## config.mk

```make
export PLATFORM = sky130hd
export DESIGN_NAME = tap_trig
export DESIGN_NICKNAME = d
export VERILOG_FILES = /design/src/rtl/tap_trig_pkg.sv /design/src/rtl/tap_cmp.sv /design/src/rtl/tap_trig.sv
export SDC_FILE = /design/constraint.sdc
export NUM_CORES = 1
export LEC_CHECK = 0
export CELL_PAD_IN_SITES_DETAIL_PLACEMENT = 0
export CELL_PAD_IN_SITES_GLOBAL_PLACEMENT = 2
export CORE_MARGIN = 8
export CORE_UTILIZATION = 24
export DETAILED_ROUTE_END_ITERATION = 8
export PLACE_DENSITY_LB_ADDON = 0.1
export SKIP_CTS_REPAIR_TIMING = 1
export SYNTH_ARGS = -nofsm -noshare
export SYNTH_HDL_FRONTEND = slang
export SYNTH_HIERARCHICAL = 1
export SYNTH_SLANG_ARGS = --single-unit
export TNS_END_PERCENT = 100
```

## constraint.sdc

```tcl
create_clock -name clk -period 1.4 [get_ports clk]
set_input_delay 0.28 -clock clk [delete_from_list [all_inputs] [get_ports clk]]
set_output_delay 0.28 -clock clk [all_outputs]
set_load 0.03 [all_outputs]
```

## src/rtl/tap_trig_pkg.sv

```systemverilog
// Shared TAP definitions: control bus layout, field extractors and trigger FSM encoding.
// Bus layout: [0] gt, [1] et, [2] lt, [3] trig_en, [4 +: TAP_THR_W] thr.
package tap_trig_pkg;

    localparam int unsigned TAP_THR_W      = 14;
    localparam int unsigned N_TAP_CTL_SIZE = 4 + TAP_THR_W;

    localparam logic [1:0] ST_DISABLED = 2'd0;
    localparam logic [1:0] ST_ARMED    = 2'd1;
    localparam logic [1:0] ST_HOLDOFF  = 2'd2;

    typedef logic [N_TAP_CTL_SIZE-1:0] tap_ctl_t;

    function automatic logic tap_gt(input tap_ctl_t ctl);
        return ctl[0];
    endfunction

    function automatic logic tap_et(input tap_ctl_t ctl);
        return ctl[1];
    endfunction

    function automatic logic tap_lt(input tap_ctl_t ctl);
        return ctl[2];
    endfunction

    function automatic logic tap_trig_en(input tap_ctl_t ctl);
        return ctl[3];
    endfunction

    function automatic logic [TAP_THR_W-1:0] tap_thr(input tap_ctl_t ctl);
        return ctl[4 +: TAP_THR_W];
    endfunction

endpackage

```

## src/rtl/tap_cmp.sv

```systemverilog
// Combinational threshold compare; hit is the OR of the selected unsigned relations.
module tap_cmp #(
    parameter int unsigned SMP_W = 14
) (
    input  logic [SMP_W-1:0] smp,
    input  logic [SMP_W-1:0] thr,
    input  logic             gt,
    input  logic             et,
    input  logic             lt,
    output logic             hit
);

    assign hit = (gt && (smp > thr)) || (et && (smp == thr)) || (lt && (smp < thr));

endmodule

```

## src/rtl/tap_trig.sv

```systemverilog
// Edge-qualified threshold trigger with programmable holdoff.
// Optional saturating trigger counter enabled by defining TAP_TRIG_CNT_EN.
module tap_trig
    import tap_trig_pkg::*;
#(
    parameter int unsigned HOLDOFF = 16,
    parameter int unsigned SMP_W   = 14
) (
    input  logic                      clk,
    input  logic                      rst,
    input  logic [N_TAP_CTL_SIZE-1:0] ctl,
    input  logic [SMP_W-1:0]          smp,
    input  logic                      smp_vld,
    output logic                      trig,
    output logic [SMP_W-1:0]          trig_smp,
    output logic                      busy
`ifdef TAP_TRIG_CNT_EN
    ,
    output logic [31:0]               trig_cnt
`endif
);

    localparam int unsigned     CNT_W    = (HOLDOFF > 1) ? $clog2(HOLDOFF) : 1;
    localparam logic [CNT_W-1:0] CNT_LOAD = CNT_W'(HOLDOFF - 1);

    logic [1:0]       state_q, state_d;
    logic [CNT_W-1:0] cnt_q, cnt_d;
    logic             hit_d_q, hit_d_d;
    logic             trig_q, trig_d;
    logic [SMP_W-1:0] trig_smp_q, trig_smp_d;
    logic             hit;
    logic             trig_en;
    logic             fire;

    tap_cmp #(
        .SMP_W (SMP_W)
    ) u_cmp (
        .smp (smp),
        .thr (tap_thr(ctl)),
        .gt  (tap_gt(ctl)),
        .et  (tap_et(ctl)),
        .lt  (tap_lt(ctl)),
        .hit (hit)
    );

    assign trig_en = tap_trig_en(ctl);
    assign fire    = smp_vld && hit && !hit_d_q;

    always_comb begin
        state_d    = state_q;
        cnt_d      = cnt_q;
        hit_d_d    = hit_d_q;
        trig_d     = 1'b0;
        trig_smp_d = trig_smp_q;
        if (!trig_en) begin
            // Forcing hit_d high makes re-arming wait for a non-hit sample first.
            state_d = ST_DISABLED;
            cnt_d   = '0;
            hit_d_d = 1'b1;
        end else begin
            if (smp_vld) begin
                hit_d_d = hit;
            end
            case (state_q)
                ST_DISABLED: state_d = ST_ARMED;
                ST_ARMED: begin
                    if (fire) begin
                        trig_d     = 1'b1;
                        trig_smp_d = smp;
                        cnt_d      = CNT_LOAD;
                        state_d    = ST_HOLDOFF;
                    end
                end
                ST_HOLDOFF: begin
                    if (cnt_q == '0) begin
                        state_d = ST_ARMED;
                    end else begin
                        cnt_d = cnt_q - CNT_W'(1);
                    end
                end
                default: state_d = ST_DISABLED;
            endcase
        end
    end

    always_ff @(posedge clk or posedge rst) begin
        if (rst) begin
            state_q    <= ST_DISABLED;
            cnt_q      <= '0;
            hit_d_q    <= 1'b1;
            trig_q     <= 1'b0;
            trig_smp_q <= '0;
        end else begin
            state_q    <= state_d;
            cnt_q      <= cnt_d;
            hit_d_q    <= hit_d_d;
            trig_q     <= trig_d;
            trig_smp_q <= trig_smp_d;
        end
    end

    assign trig     = trig_q;
    assign trig_smp = trig_smp_q;
    assign busy     = (state_q == ST_HOLDOFF);

`ifdef TAP_TRIG_CNT_EN
    logic [31:0] trig_cnt_q;

    always_ff @(posedge clk or posedge rst) begin
        if (rst) begin
            trig_cnt_q <= '0;
        end else if (trig_q && (trig_cnt_q != 32'hFFFF_FFFF)) begin
            trig_cnt_q <= trig_cnt_q + 32'd1;
        end
    end

    assign trig_cnt = trig_cnt_q;
`endif

endmodule

```

==> results.md, run 1 <==
- The setup path with the least slack is of type primary input to flip-flop.
- The number of clock sinks seen by CTS is 22.
- The critical path contains buffers and inverters numbering 3 combined.
- In the synthesized netlist the dominant register cell turns out to be sky130_fd_sc_hd__dfrtp_1.
- The reg-to-reg critical path endpoint is cnt_q[3].
- Counting along the longest clock path gives a buffer depth of 2.
- The checks that failed: negative setup slack.
- The adder and majority gate portion of the synthesized area is 0.135.
- The placed instances occupy a cell area of 2230 µm².
- The number of rows in the core area is 27.
- The main combinational cell family by area after synthesis is simple AND/OR/NAND/NOR gates.
- IR analysis of the VDD net gives a maximum drop of 0.494 mV.
- Counting flops with a built-in enable in the synthesized netlist gives 0.
- The slack of the worst reg-to-reg path is -240 ps.
- In this run the most critical hold path is launched from smp[5].
- Setup repair after global routing could not meet its margin everywhere.
- The share of synthesized area in the top cell type comes to 0.377.
- Counting cells, the worst reg-to-reg path comes to 6.
- The final design utilization is 0.460.
- Relative to the synthesized area, the layout overhead comes to 84.0%.
- Of all flip-flops after synthesis, the portion carrying an async set or reset was 1.00.
- The number of antenna violations at the first check in global routing is 0.
- After clock tree synthesis, the clock-pin slew on the worst setup and hold paths is 90 ps.
- The first global-routing pass estimated 6640 µm of wire.
- The cell taking the most area after synthesis is sky130_fd_sc_hd__dfrtp_1.
- Yosys instantiated no cell more often than sky130_fd_sc_hd__dfrtp_1.
- The via count of the first global-routing pass is 1,345.
- Of the total synthesized cell area, the portion taken by AND, OR, NAND and NOR gates is 0.149.
- The count of unresolved DRC violations after routing is 0.
- Of the post-synthesis cell area, the part taken by muxes is 0.145.
- The number of vias after detailed routing is 1,174.
- The post-DP HPWL is 3160 µm.
- The total count of hold-check failures in the final report is 0.
- The sequential-to-total area share from yosys stat is 0.396.
- Dividing the detail-routed via count by the number of cells gives 4.45.
- After synthesis, the cell types taking the most area are sky130_fd_sc_hd__dfrtp_1 (38%), sky130_fd_sc_hd__ha_1 (13%), sky130_fd_sc_hd__mux2_4 (9.7%).
- The clock period minus worst slack is 2230 ps.
- The kind of cell adding the most delay to the critical path is compound AO/OA/AOI/OAI gates.
- The complex-gate fraction of the synthesized area is 0.102.
- At the later pin of the worst-skew pair, clock insertion delay measures 260 ps.
- The number of library cell types mapped by synthesis is 33.
- Wires add up to 4000 µm.
- In this run, synthesis produced a sequential element count of 22.
- Once routing completed, OpenROAD measured the worst setup slack at -832 ps.
- The number of endpoints failing setup at the final stage is 22.
- The data required time of the critical path is 1550 ps.
- In this run, CTS created clock tree buffers numbering 3.
- The critical path launch point type is a primary input.
- Ranked by instance count, the synthesized netlist is headed by sky130_fd_sc_hd__dfrtp_1 (21), sky130_fd_sc_hd__inv_1 (19), sky130_fd_sc_hd__ha_1 (15), sky130_fd_sc_hd__mux2_4 (9), sky130_fd_sc_hd__nand2_1 (6).
- The highest fanout seen on the critical path is 8.
- The worst hold path belongs to the class primary input to flip-flop.
- In this run the power density over the cells is 1090 nW/µm².
- The category of the worst setup path capture point is a flip-flop.
- The cell at the slowest stage of the critical path is sky130_fd_sc_hd__a221o_1.
- The number of antenna repair diodes is 0.
- The post-synthesis instance area is 1390 µm².
- The number of nets at the end of the flow is 243.
- The post-layout instance area is 2560 µm².
- The signal on the critical path passes through buf_6 > ha_4 > nand4_1 > o21bai_1 > a311oi_2 > buf_4 > nor3_2 > a221o_1 > nand2_2 > nor3_4 > buf_12 > mux2_4.
- Of the total synthesized cell area, the portion taken by XOR and XNOR cells is 0.
- Tracing the worst setup path back leads to its startpoint at smp[2].
- The data arrival time of the critical path is 2380 ps.
- Counting instances, the worst hold path has a depth of 2.
- From left edge to right edge, the die measures 92.2 µm.
- The pre-antenna-repair detailed-routing pass consisted of 3 iterations.
- The worst hold path terminates at trig_smp[5].
- From bottom edge to top edge, the die measures 92.2 µm.
- In this run the number of H-tree levels came out at 1.
- The beginning of the worst register-to-register path is cnt_q[0].
- The global router's overall resource usage is 0.0967.
- Dividing the final minimum period by the clock period gives 1.59.
- The leftover overflow at the end of global routing is 0.
- For the final database, setup skew stands at 5.72 ps.
- The share of cells above drive strength 1 is 0.469.
- The floorplan step defined a core boundary enclosing 5570 µm².
- Derived from the worst setup path, the maximum achievable clock frequency is 448 MHz.
- The slew at the pin closest to its max-slew limit is 356 ps.
- The die covers 8500 µm².
- Counting every net in the synthesized netlist gives 172.
- After technology mapping, the gate count stands at 122.
- The I/O pin count is 51.
- TritonCTS built the clock tree.
- Dividing the detail-routed wire length by the instance count gives 15.1 µm.
- Dividing the synthesized area by the synthesized cell count gives 11.4 µm².
- The initial core utilization is 0.250.
- The number of violations reported at the end of detailed-routing iteration 0 is 10.
- The max-cap violation count is 0.
- The port buffer count is 50.
- In this design, the stage delay of the slowest critical-path cell is 350 ps.
- The count of pins over their slew limit is 0.
- The relative slew slack is 0.762.
- Entering global routing, the biggest net connects 23 pins.
- The run finished, with violations left.
- CTS placed an instance of sky130_fd_sc_hd__clkbuf_8 at the clock tree root.
- At the end of routability-driven placement, the weighted congestion stood at 0.728.
- After routing, the total negative slack on setup checks comes to -16,810 ps.
- For this design the static power due to leakage is 1.50 nW.
- The number of warnings printed during yosys synthesis is 6.
- The count of nets left with antenna violations once routing finished came out at 0.
[report_power, final]
group	total (mW)	leakage (nW)	switching, mW	internal [mW]
registers	0.907	0.287	0.104	0.802
clock network	0.467	0.0288	0.217	0.251
logic	1.41	1.19	0.641	0.769
total	2.78	1.50	0.962	1.82
[metal layers]
layer	vias up	track usage	share of wire	routed length, µm
met5	-	0	0	0
met4	0	0.0322	0.0053	21
met3	2	0.0228	0.039	155
met2	25	0.163	0.52	2060
met1	576	0.118	0.44	1760
li1	571	-	-	-
[registers in the layout, summed over array words and instances (netlist names)]
signal and cells:
state_q 2, cnt_q 4, trig_smp 14, hit_d_q 1
trig 1
[final cells by class]
| cell class | count | area, µm² |
|---|---|---|
| clock buffer | 4 | 55.1 |
| fill | 524 | 3010 |
| inverter | 19 | 91.3 |
| multi-input combinational | 79 | 992 |
| sequential | 22 | 552 |
| tap | 72 | 90.1 |
| timing repair buffer | 68 | 785 |
[cell families (layout without fill, tap and decap cells)]
family / after synthesis / count (layout)
AOI/OAI and AO/OA: 19 / 19
adders and majority gates: 15 / 15
buffers and inverters: 21 / 91
DFF: 22 / 22
muxes: 15 / 15
and+or+nand+nor: 30 / 30
[worst max-delay path by stage]
stage                     cells past startpoint  slack [ps]           end
after floorplan                              11        -850   trig_smp[0]
after global placement                       12       -1490   trig_smp[9]
after detailed placement                     12       -1550  trig_smp[11]
after CTS                                    12       -1260   trig_smp[8]
after global routing                         12        -940   trig_smp[6]
final                                        12        -830   trig_smp[7]
[stage by stage]
step	hold slack, ps	instances	setup slack (ps)	power, mW
after detailed placement	492	257	-1550	2.23
after floorplan	268	122	-850	1.59
after global routing	237	264	-941	2.96
after CTS	335	261	-1260	2.71
final	242	264	-832	2.78
after global placement	496	257	-1490	2.22
[layout by cell type, fill, tap and decap left out, types with 2 or more instances in the layout]
cell,count
sky130_fd_sc_hd__inv_6,2
sky130_fd_sc_hd__buf_4,14
sky130_fd_sc_hd__a21oi_1,4
sky130_fd_sc_hd__buf_6,7
sky130_fd_sc_hd__clkdlybuf4s50_1,6
sky130_fd_sc_hd__or3_1,2
sky130_fd_sc_hd__dfrtp_1,21
sky130_fd_sc_hd__mux2_4,14
sky130_fd_sc_hd__buf_8,2
sky130_fd_sc_hd__nand2_2,2
sky130_fd_sc_hd__o21bai_1,2
sky130_fd_sc_hd__o21ai_0,2
sky130_fd_sc_hd__nand3_1,5
sky130_fd_sc_hd__dlymetal6s2s_1,34
sky130_fd_sc_hd__inv_2,10
sky130_fd_sc_hd__nand4_4,2
sky130_fd_sc_hd__inv_1,5
sky130_fd_sc_hd__ha_4,13
sky130_fd_sc_hd__nand2b_1,2
sky130_fd_sc_hd__clkbuf_8,4
sky130_fd_sc_hd__o2111a_1,2
sky130_fd_sc_hd__buf_12,4
sky130_fd_sc_hd__nor2b_1,2
sky130_fd_sc_hd__a21o_1,2
sky130_fd_sc_hd__nand2_1,4
Note: power is estimated with default switching activity, not from simulation.
==> run 2, diff against run 1 <==
--- a/config.mk
+++ b/config.mk
@@ -10,6 +10,8 @@
 export CORE_MARGIN = 8
 export CORE_UTILIZATION = 24
 export DETAILED_ROUTE_END_ITERATION = 8
+export GPL_TIMING_DRIVEN = 0
+export MAX_ROUTING_LAYER = met4
 export PLACE_DENSITY_LB_ADDON = 0.1
 export SKIP_CTS_REPAIR_TIMING = 1
 export SYNTH_ARGS = -nofsm -noshare
==> run 2 against run 1 <==
  * The flow still finishes with violations (negative setup slack)
  * Sequential power grew 0.9%
  * Clock power down 9.9%
  * Via count shrank 2.2%
  * Critical path depth unchanged
  * Final area shrank 2.7%
  * First-iteration DRC count increased by 50%
  * Count of clock-buffer cells in the layout stayed put
  * Total power is 7.3% lower
  * Utilization decreased by 1.2 points
  * Maximum frequency decreased by 6.3%
  * Global-route usage decreased by 0.080 points
  * Critical path type unchanged
==> results.md, run 2 (synthesis gave the netlist of run 1 again) <==
- The flow ran to the end, but the final reports show violations.
- The final reports fail on negative setup slack.
- The highest fanout seen on the critical path is 5 (-3).
- The final weighted congestion in routability-driven placement is 0.655 (-10%).
- The fill cell total of the finished layout is 536 (+2.3%).
- The via count of the first global-routing pass came to 1,297 (-3.6%).
- The kind of path behind the tightest hold check is primary input to flip-flop.
- The number of rows in the core area is 27 (unchanged).
- The I/O pin count came to 51 (unchanged).
- STA classifies the critical path startpoint as a primary input.
- The tree is rooted in a sky130_fd_sc_hd__clkbuf_8.
- The data required time of the critical path is 1560 ps (about the same).
- The relative slew slack was 0.382 (-0.380).
- The number of vias after detailed routing came to 1,148 (-2.2%).
- The routed wire length is 3950 µm (-1.2%).
- The insertion delay to the later sink of the worst-skew pair is 260 ps (about the same).
- The combinational group share of total power is 0.482 (-0.025).
- Leaving out fill and tap cells, the most frequent cells in the layout are sky130_fd_sc_hd__dlymetal6s2s_1 (35), sky130_fd_sc_hd__dfrtp_1 (20), sky130_fd_sc_hd__mux2_4 (14), sky130_fd_sc_hd__ha_4 (13), sky130_fd_sc_hd__inv_2 (10).
- The count of unresolved DRC violations after routing is 0 (unchanged).
- The maximum clock path buffer count is 2 (unchanged).
- The number of antenna violations at the first check in global routing is 0 (unchanged).
- In this run the critical register-to-register path is launched from cnt_q[0].
- The die footprint is 8500 µm² (unchanged).
- In this run the most critical hold path is launched from ctl[3].
- The largest net degree at the start of global routing is 23 (unchanged).
- The maximum single-stage delay on the critical path came to 360 ps (about the same).
- The routed length per instance came to 15.5 µm (+2.3%).
- The number of endpoints failing setup at the final stage is 22 (unchanged).
- The type of the worst setup path is primary input to flip-flop.
- The net switching power of the design is 928 µW (-3.5%).
- The category of the worst setup path capture point is a flip-flop.
- The worst-case setup margin in the final layout is -983 ps (-151 ps).
- The post-DP HPWL is 3000 µm (-5.1%).
- The peak supply drop came to 0.475 mV (-3.9%).
- The wire length of the first global-routing pass is 6440 µm (-3.0%).
- The TritonCTS clock tree is built.
- The die extent in y is 92.2 µm (unchanged).
- The part of the power in registers came to 0.355 (+0.029).
- The power density over cell area came to 1030 nW/µm² (-4.7%).
- The leakage power summed over all cells is 1.46 nW (-2.7%).
- The clock period minus worst slack is 2380 ps (+151 ps).
- The port buffer count was 49 (-2.0%).
- The total count of hold-check failures in the final report is 0 (unchanged).
- The worst path buffer plus inverter count is 3 (unchanged).
- The share of cells above drive strength 1 is 0.432 (-0.0371).
- The number of standard cells in the layout, taps in and fillers out is 255 (-3.4%).
- The share of the clock period used by the worst path after layout was 1.70 (+0.108).
- The clock transition at the registers of the reported paths is 90 ps (about the same).
- The number of clock sinks seen by CTS came to 22 (unchanged).
- The count of TritonRoute iterations in the first routing pass is 4 (+1).
- The max-cap violation count is 0 (unchanged).
- The global router's overall resource usage is 0.0959 (-0.000796).
- The area of the core is 5570 µm² (unchanged).
- Setup repair after global routing could not meet its margin everywhere.
- The number of nets at the end of the flow came to 234 (-3.7%).
- The share of power burned in the clock network was 0.163 (-0.005).
- The H-tree depth is 1 (unchanged).
- The number of antenna repair diodes was 0 (unchanged).
- The placed instance count is 243 (-5.4%).
- The design internal power is 1.65 mW (-9.2%).
- The count of pins over their slew limit is 0 (unchanged).
- On the critical path, the stage with the largest delay is an instance of sky130_fd_sc_hd__nor3_4.
- The final design utilization is 0.448 (-0.0123).
- The slew at the pin closest to its max-slew limit was 926 ps (+570 ps).
- The commonest non-fill, non-tap cell in the layout is sky130_fd_sc_hd__dlymetal6s2s_1.
- The ratio of routed vias to standard cells is 4.50 (+1.2%).
- The die span in x is 92.2 µm (unchanged).
- The multi-input logic area is 996 µm² (+0.38%).
- The initial core utilization came to 0.250 (unchanged).
- The leftover overflow at the end of global routing is 0 (unchanged).
- The sequential standard cell area came to 553 µm² (+0.23%).
- The data arrival time of the critical path is 2540 ps (+160 ps).
- Grouping stages by cell kind, the critical path spends the most delay in compound AO/OA/AOI/OAI gates.
- The critical path starts at ctl[7].
- The signal on the critical path passes through buf_8 > inv_8 > ha_4 > nand4_1 > o21bai_4 > a311oi_2 > o31a_1 > a221o_1 > nand2_2 > nor3_4 > clkbuf_16 > mux2_4.
- The count of antenna-violating nets left after detailed routing is 0 (unchanged).
- The layout overhead on the synthesized area is 79.1%.
- The number of flip-flops under the largest register name is 14 (unchanged).
- The top achievable clock speed is 420 MHz (-6.3%).
- The number of CTS-inserted buffers is 3 (unchanged).
- The largest clock skew in the final design is 10.9 ps (+5.21 ps).
- The fraction of power spent switching nets was 0.359 (+0.0140).
- The number of violations reported at the end of detailed-routing iteration 0 is 15 (+5).
## run 2: changes by cell type in the layout (fill, tap and decap cells not counted), moves of 2 or more
cell                       delta
sky130_fd_sc_hd__buf_12       -3
sky130_fd_sc_hd__buf_4        -9
sky130_fd_sc_hd__buf_8        +2
sky130_fd_sc_hd__o21bai_1     -2
sky130_fd_sc_hd__o21bai_4     +2
## run 2: metal layers
| layer | wire, µm | part of all wire | up-vias | track usage |
|---|---|---|---|---|
| li1 | - | - | 552 | - |
| met1 | 1630 | 0.41 | 561 | 0.114 |
| met2 | 2140 | 0.54 | 33 | 0.162 |
| met3 | 156 | 0.040 | 2 | 0.0187 |
| met4 | 23 | 0.0058 | 0 | 0.0242 |
| met5 | 0 | 0 | - | - |
## run 2: path summary, 6_finish.rpt
check | to | slack, ps | depth (start not counted)
min in group asynchronous | trig | 520 | 2
max in group asynchronous | state_q[0] | 240 | 2
max reg2reg | cnt_q[2] | -250 | 6
min reg2reg | trig_smp[9] | 510 | 1
min | hit_d_q | 220 | 2
max | trig_smp[7] | -980 | 12
## run 2: worst register-to-register path, stage by stage (launching register included)
cell	delay, ps
sky130_fd_sc_hd__dfrtp_1	390
sky130_fd_sc_hd__inv_1	110
sky130_fd_sc_hd__ha_1	190
sky130_fd_sc_hd__nor3b_1	270
sky130_fd_sc_hd__o211ai_1	160
sky130_fd_sc_hd__and2_4	200
sky130_fd_sc_hd__o2111a_1	220
## run 2: final cells by class
| class | instances | area share |
|---|---|---|
| Buffer | 2 | 0.0125 |
| Clock buffer | 4 | 0.0180 |
| Inverter | 19 | 0.0366 |
| Multi-Input combinational cell | 79 | 0.399 |
| Sequential cell | 22 | 0.222 |
| Tap cell | 72 | 0.0361 |
| Timing Repair Buffer | 57 | 0.276 |
## run 2: metrics by stage
stage | TNS (ps) | power (mW) | instance area [µm²] | hold WS [ps] | setup WS, ps
floorplan | -15860 | 1.59 | 1510 | 268 | -850
global placement | -35390 | 2.04 | 2090 | 490 | -1710
detailed placement | -36830 | 2.07 | 2090 | 494 | -1720
CTS | -31740 | 2.51 | 2140 | 216 | -1440
global route | -20500 | 2.76 | 2500 | 230 | -1050
finish | -18950 | 2.58 | 2500 | 223 | -983
## run 2: power groups by stage
stage,Combinational [mW],Clock [mW],Sequential (mW)
final,1.25,0.421,0.915
after detailed placement,1.14,0,0.926
after global routing,1.35,0.467,0.941
after global placement,1.12,0,0.915
after CTS,1.15,0.444,0.915
after floorplan,0.467,0,1.13
==> variant 1, RTL diff (config.mk and constraints of run 2) <==
Remove the register `trig_q`: a continuous assignment takes its place, so the output `trig` follows one clock earlier.
--- a/src/rtl/tap_trig.sv
+++ b/src/rtl/tap_trig.sv
@@ -89,5 +89,4 @@
             cnt_q      <= '0;
             hit_d_q    <= 1'b1;
-            trig_q     <= 1'b0;
             trig_smp_q <= '0;
         end else begin
@@ -95,8 +94,9 @@
             cnt_q      <= cnt_d;
             hit_d_q    <= hit_d_d;
-            trig_q     <= trig_d;
             trig_smp_q <= trig_smp_d;
         end
     end
+
+    assign trig_q = trig_d;
 
     assign trig     = trig_q;
Check against the original RTL: not equivalent (Yosys sat finds a counterexample within 4 cycles, from zero or initial values and one cycle with rst high).
==> variant 1 against run 2 <==
The flow still finishes with violations (setup timing); critical path depth fell by 1; final cell count up 2.4%; cell area fell by 1.2%; area after synthesis decreased by 1.8%; synthesized cell count decreased by 0.82%; worst setup slack worse by 0.11 ns; first-iteration DRC count decreased by 13%; sequential cell count is 1 lower; worst hold slack worse by 0.010 ns; non-clock buffer count rose by 7; power down 3.6%; die area decreased by 1.5%; routed wire length down 2.5%; largest power group unchanged; highest routed layer unchanged.
==> variant 1: results (changes against run 2) <==
outcome: finished with violations
violations in the final reports: setup timing
sequential cell area fraction in the yosys report: 38.5% (-1.1 points)
footprint of the multi-input gates: 968 um2 (-2.8%)
multiplexer share of the synthesized area: 14.7% (+0.26 points)
sequential cell count: 21 (-4.5%)
switching share of power: 36.5% (+0.55 points)
non-clock buffer area fraction after layout: 30.1% (+1.3 points)
combined global-route utilization of all metal layers: 8.75% (-0.83 points)
syn_nets: 171 (-0.58%)
fraction of layout instances using a drive strength above 1: 46.0% (+2.9 points)
cell leakage power: 1.46 nW (-0.42%)
layout overhead on the synthesized area: 80.2%
# fillers: 512 (-4.5%)
Syn Area/Cell: 11.3 um2 (-0.98%)
Min-Delay Path Depth: 2 (unchanged)
worst setup path end: trig
top fanout value on the critical path: 7 (+2)
cell types occupying the most area after synthesis: sky130_fd_sc_hd__dfrtp_1, sky130_fd_sc_hd__ha_1, sky130_fd_sc_hd__mux2_4
GR met1 Demand/Resource: 9.45% (-1.9 points)
placer's final routability congestion estimate: 0.748 (+14%)
met2 usage in global routing: 15.5% (-0.72 points)
count of plain and timing-repair buffers in the layout: 66 (+12%)
Crit path arrival time: 2.21 ns (-0.33 ns)
detail-routed net length per standard cell: 14.7 um (-4.8%)
HPWL after detailed placement: 2.88 mm (-4.1%)
first-pass GRT wire length: 5.78 mm (-10%)
routed via count divided by cell count: 4.30 (-4.5%)
maximum number of pins on one net before global-route repair: 22 (-4.3%)
Setup-failing EPs final: 22 (unchanged)
I/O Buffers: 49 (unchanged)
NetSw: 908 uW (-2.1%)
cell area reported after detailed placement: 2010 um2 (-4.0%)
CP startpoint: smp[4]
reported combinational group power: 1.19 mW (-5%)
Fin Setup TNS: -19.44 ns (-0.494 ns)
top cells by instance count after synthesis: sky130_fd_sc_hd__dfrtp_1, sky130_fd_sc_hd__inv_1, sky130_fd_sc_hd__ha_1, sky130_fd_sc_hd__mux2_4, sky130_fd_sc_hd__nand2_1
actual transition at the worst max-transition pin: 0.865 ns (-0.0606 ns)
largest clock skew in the final design: 0.00254 ns (-0.00839 ns)
path type of the worst min-delay path: in -> reg
fraction of area in clock buffers and inverters: 1.88% (+0.073 points)
worst hold margin: 0.213 ns (-0.0104 ns)
vias in the first global route: 1219 (-6.0%)
final worst setup slack: -1.09 ns (-0.109 ns)
total vias in the final route: 1122 (-2.3%)
Placed Instances: 242 (-0.41%)
FF-to-FF End: cnt_q[3]
post-place setup slack: -2.25 ns (-0.531 ns)
synthesized-area fraction occupied by ao, oa, aoi and oai cells: 10.4% (+0.19 points)
variant 1: worst max-delay path, cell delays in order:
cell and delay (ns):
sky130_fd_sc_hd__buf_6 0.10, sky130_fd_sc_hd__ha_4 0.26, sky130_fd_sc_hd__nand4_1 0.16, sky130_fd_sc_hd__o21bai_4 0.22, sky130_fd_sc_hd__a311oi_2 0.31, sky130_fd_sc_hd__o31a_1 0.15, sky130_fd_sc_hd__a221o_1 0.12, sky130_fd_sc_hd__nand2_2 0.08
sky130_fd_sc_hd__nor3_4 0.25, sky130_fd_sc_hd__buf_12 0.16, sky130_fd_sc_hd__buf_8 0.12
variant 1: layer usage:
layer | vias up | routed length, um
li1 | 562 | -
met1 | 538 | 1670
met2 | 20 | 2020
met3 | 2 | 132
met4 | 0 | 23
met5 | - | 0
==> variant 2, RTL diff (config.mk and constraints of run 2) <==
Made on the original files. The option `TAP_TRIG_CNT_EN` is turned on by a define.
--- a/src/rtl/tap_trig.sv
+++ b/src/rtl/tap_trig.sv
@@ -1,4 +1,6 @@
 // Edge-qualified threshold trigger with programmable holdoff.
 // Optional saturating trigger counter enabled by defining TAP_TRIG_CNT_EN.
+`define TAP_TRIG_CNT_EN
+
 module tap_trig
     import tap_trig_pkg::*;
Check against the original RTL (old outputs only; new: trig_cnt): equivalent (Yosys induction, for registers that start in step).
==> variant 2 against run 2 <==
The flow still finishes with violations (setup timing); clock power grew to 3.5 times the old value; final cell count is 110% higher; non-clock buffer count is 69 higher; critical path type unchanged; fmax is 3.5% lower; sequential cell count is 32 higher; worst setup slack worse by 0.086 ns; area after synthesis is 110% higher; power is 66% higher; sequential share of layout area is 4.4 points higher; cell area is 110% higher; largest cell class unchanged; clock skew is 0.0020 ns lower; routed wire length is 130% higher; critical endpoint is now trig_smp[6].
==> variant 2: results (changes against run 2) <==
max reg flops: 32 (+18)
cell area reported after detailed placement: 4190 um2 (+100%)
worst setup path end: trig_smp[6]
cell leakage power: 3.06 nW (+110%)
Slew Limit Headroom: 69.1% (+31 points)
NetSw: 1.19 mW (+29%)
hold endpoint: trig_smp[5]
final number of hold-violating endpoints: 0 (unchanged)
vias in the first global route: 2631 (+100%)
Min-Delay Path Depth: 2 (unchanged)
DRC marker count from the first detailed-route iteration: 64 (+49)
hold path startpoint: smp[5]
maximum number of pins on one net before global-route repair: 55 (+140%)
worst hold margin: 0.226 ns (+0.00282 ns)
HPWL after detailed placement: 6.21 mm (+110%)
syn_nets: 319 (+85%)
first-pass GRT wire length: 13.8 mm (+110%)
cell types occupying the most area after synthesis: sky130_fd_sc_hd__dfrtp_1, sky130_fd_sc_hd__ha_1, sky130_fd_sc_hd__mux2_2
combined global-route utilization of all metal layers: 11.3% (+1.7 points)
peak ir drop on the vdd network: 0.000543 V (+14%)
Crit path arrival time: 2.65 ns (+0.11 ns)
CTS Buf Count: 5 (+2)
reg-to-reg setup timing slack: -0.63 ns (-0.38 ns)
I/O Buffers: 82 (+67%)
top cells by instance count after synthesis: sky130_fd_sc_hd__dfrtp_1, sky130_fd_sc_hd__nand3_1, sky130_fd_sc_hd__inv_1, sky130_fd_sc_hd__ha_1, sky130_fd_sc_hd__xnor2_1
violations in the final reports: setup timing
clock slew at reported path FFs: 0.07 ns (-0.02 ns)
fraction of layout instances using a drive strength above 1: 49.1% (+6.0 points)
FF-to-FF End: trig_cnt[12]
clock distribution power: 1.49 mW (+250%)
Clock Root Buffer: sky130_fd_sc_hd__clkbuf_16
outcome: finished with violations
path type of the worst min-delay path: in -> reg
share of flip-flops with an asynchronous set or reset after synthesis: 100% (unchanged)
CP startpoint: ctl[7]
logic gate share of total power: 23.8% (-24 points)
top fanout value on the critical path: 5 (unchanged)
routed via count divided by cell count: 4.55 (+1.1%)
highest cell delay on the worst timing path: 0.32 ns (-0.04 ns)
length of the first detailed-routing pass in iterations: 4 (unchanged)
net count reported at finish: 451 (+93%)
count of distinct cell types in the synthesized netlist: 46 (+39%)
startpoint of the worst-slack reg-to-reg timing path: trig_cnt[10]
cell type of the slowest stage on the worst timing path: sky130_fd_sc_hd__nor3b_4
final worst setup slack: -1.07 ns (-0.0864 ns)
sequential cell area fraction in the yosys report: 47.0% (+7.4 points)
depth of the worst register-to-register path: 7 (+1)
worst-skew pair later-pin latency: 0.30 ns (+0.04 ns)
ANT cells: 0 (unchanged)
detail-routed net length per standard cell: 16.5 um (+6.3%)
Setup-failing EPs final: 56 (+150%)
largest clock skew in the final design: 0.00896 ns (-0.00196 ns)
placer's final routability congestion estimate: 0.739 (+13%)
count of H-tree levels built during CTS: 2 (+1)
variant 2: cell count changes in the layout (fill, tap and decap cells not counted), moves of 10 or more:
| cell | before | now |
|---|---|---|
| sky130_fd_sc_hd__xnor2_1 | 0 | 11 |
| sky130_fd_sc_hd__clkbuf_2 | 0 | 10 |
| sky130_fd_sc_hd__dfrtp_2 | 1 | 24 |
| sky130_fd_sc_hd__dlymetal6s2s_1 | 35 | 59 |
| sky130_fd_sc_hd__buf_4 | 5 | 32 |
| sky130_fd_sc_hd__xor2_1 | 0 | 10 |
variant 2: final cells by class:
| cell class | count | area, um2 |
|---|---|---|
| fill | 1111 | 6650 |
| multi-input combinational | 191 | 2010 |
| sequential | 54 | 1380 |
| timing repair buffer | 125 | 1320 |
| tap | 147 | 184 |
| clock buffer | 7 | 143 |
| inverter | 20 | 101 |
| buffer | 3 | 45.0 |
| clock inverter | 1 | 30.0 |
variant 2: kinds of logic after synthesis:
kind of cell | count (synthesis) | synth area share [%]
XOR/XNOR | 26 | 7.91
buffers and inverters | 23 | 3.35
AND/OR/NAND/NOR | 100 | 21.1
flip-flops | 54 | 47.0
multiplexers | 16 | 6.22
AO/OA/AOI/OAI | 33 | 7.43
adder cells (fa/ha/maj) | 16 | 6.96
variant 2: stage by stage:
step           setup TNS [ns]  power (mW)  std cells  worst slack [ns]
2_1_floorplan          -31.80        2.33        268             -1.09
3_3_place_gp           -78.25        2.78        497             -2.13
3_5_place_dp           -77.95        2.78        497             -2.11
4_1_cts                -67.27        4.31        505             -1.79
5_1_grt                -40.90        4.50        548             -1.21
6_report               -35.16        4.29        548             -1.07
variant 2: metal layers:
layer	routed length (um)	global-route usage, %	vias up
li1	-	-	1228
met1	3950	12.8	1201
met2	4590	18.9	56
met3	394	3.31	8
met4	94	3.22	0
met5	0	-	-
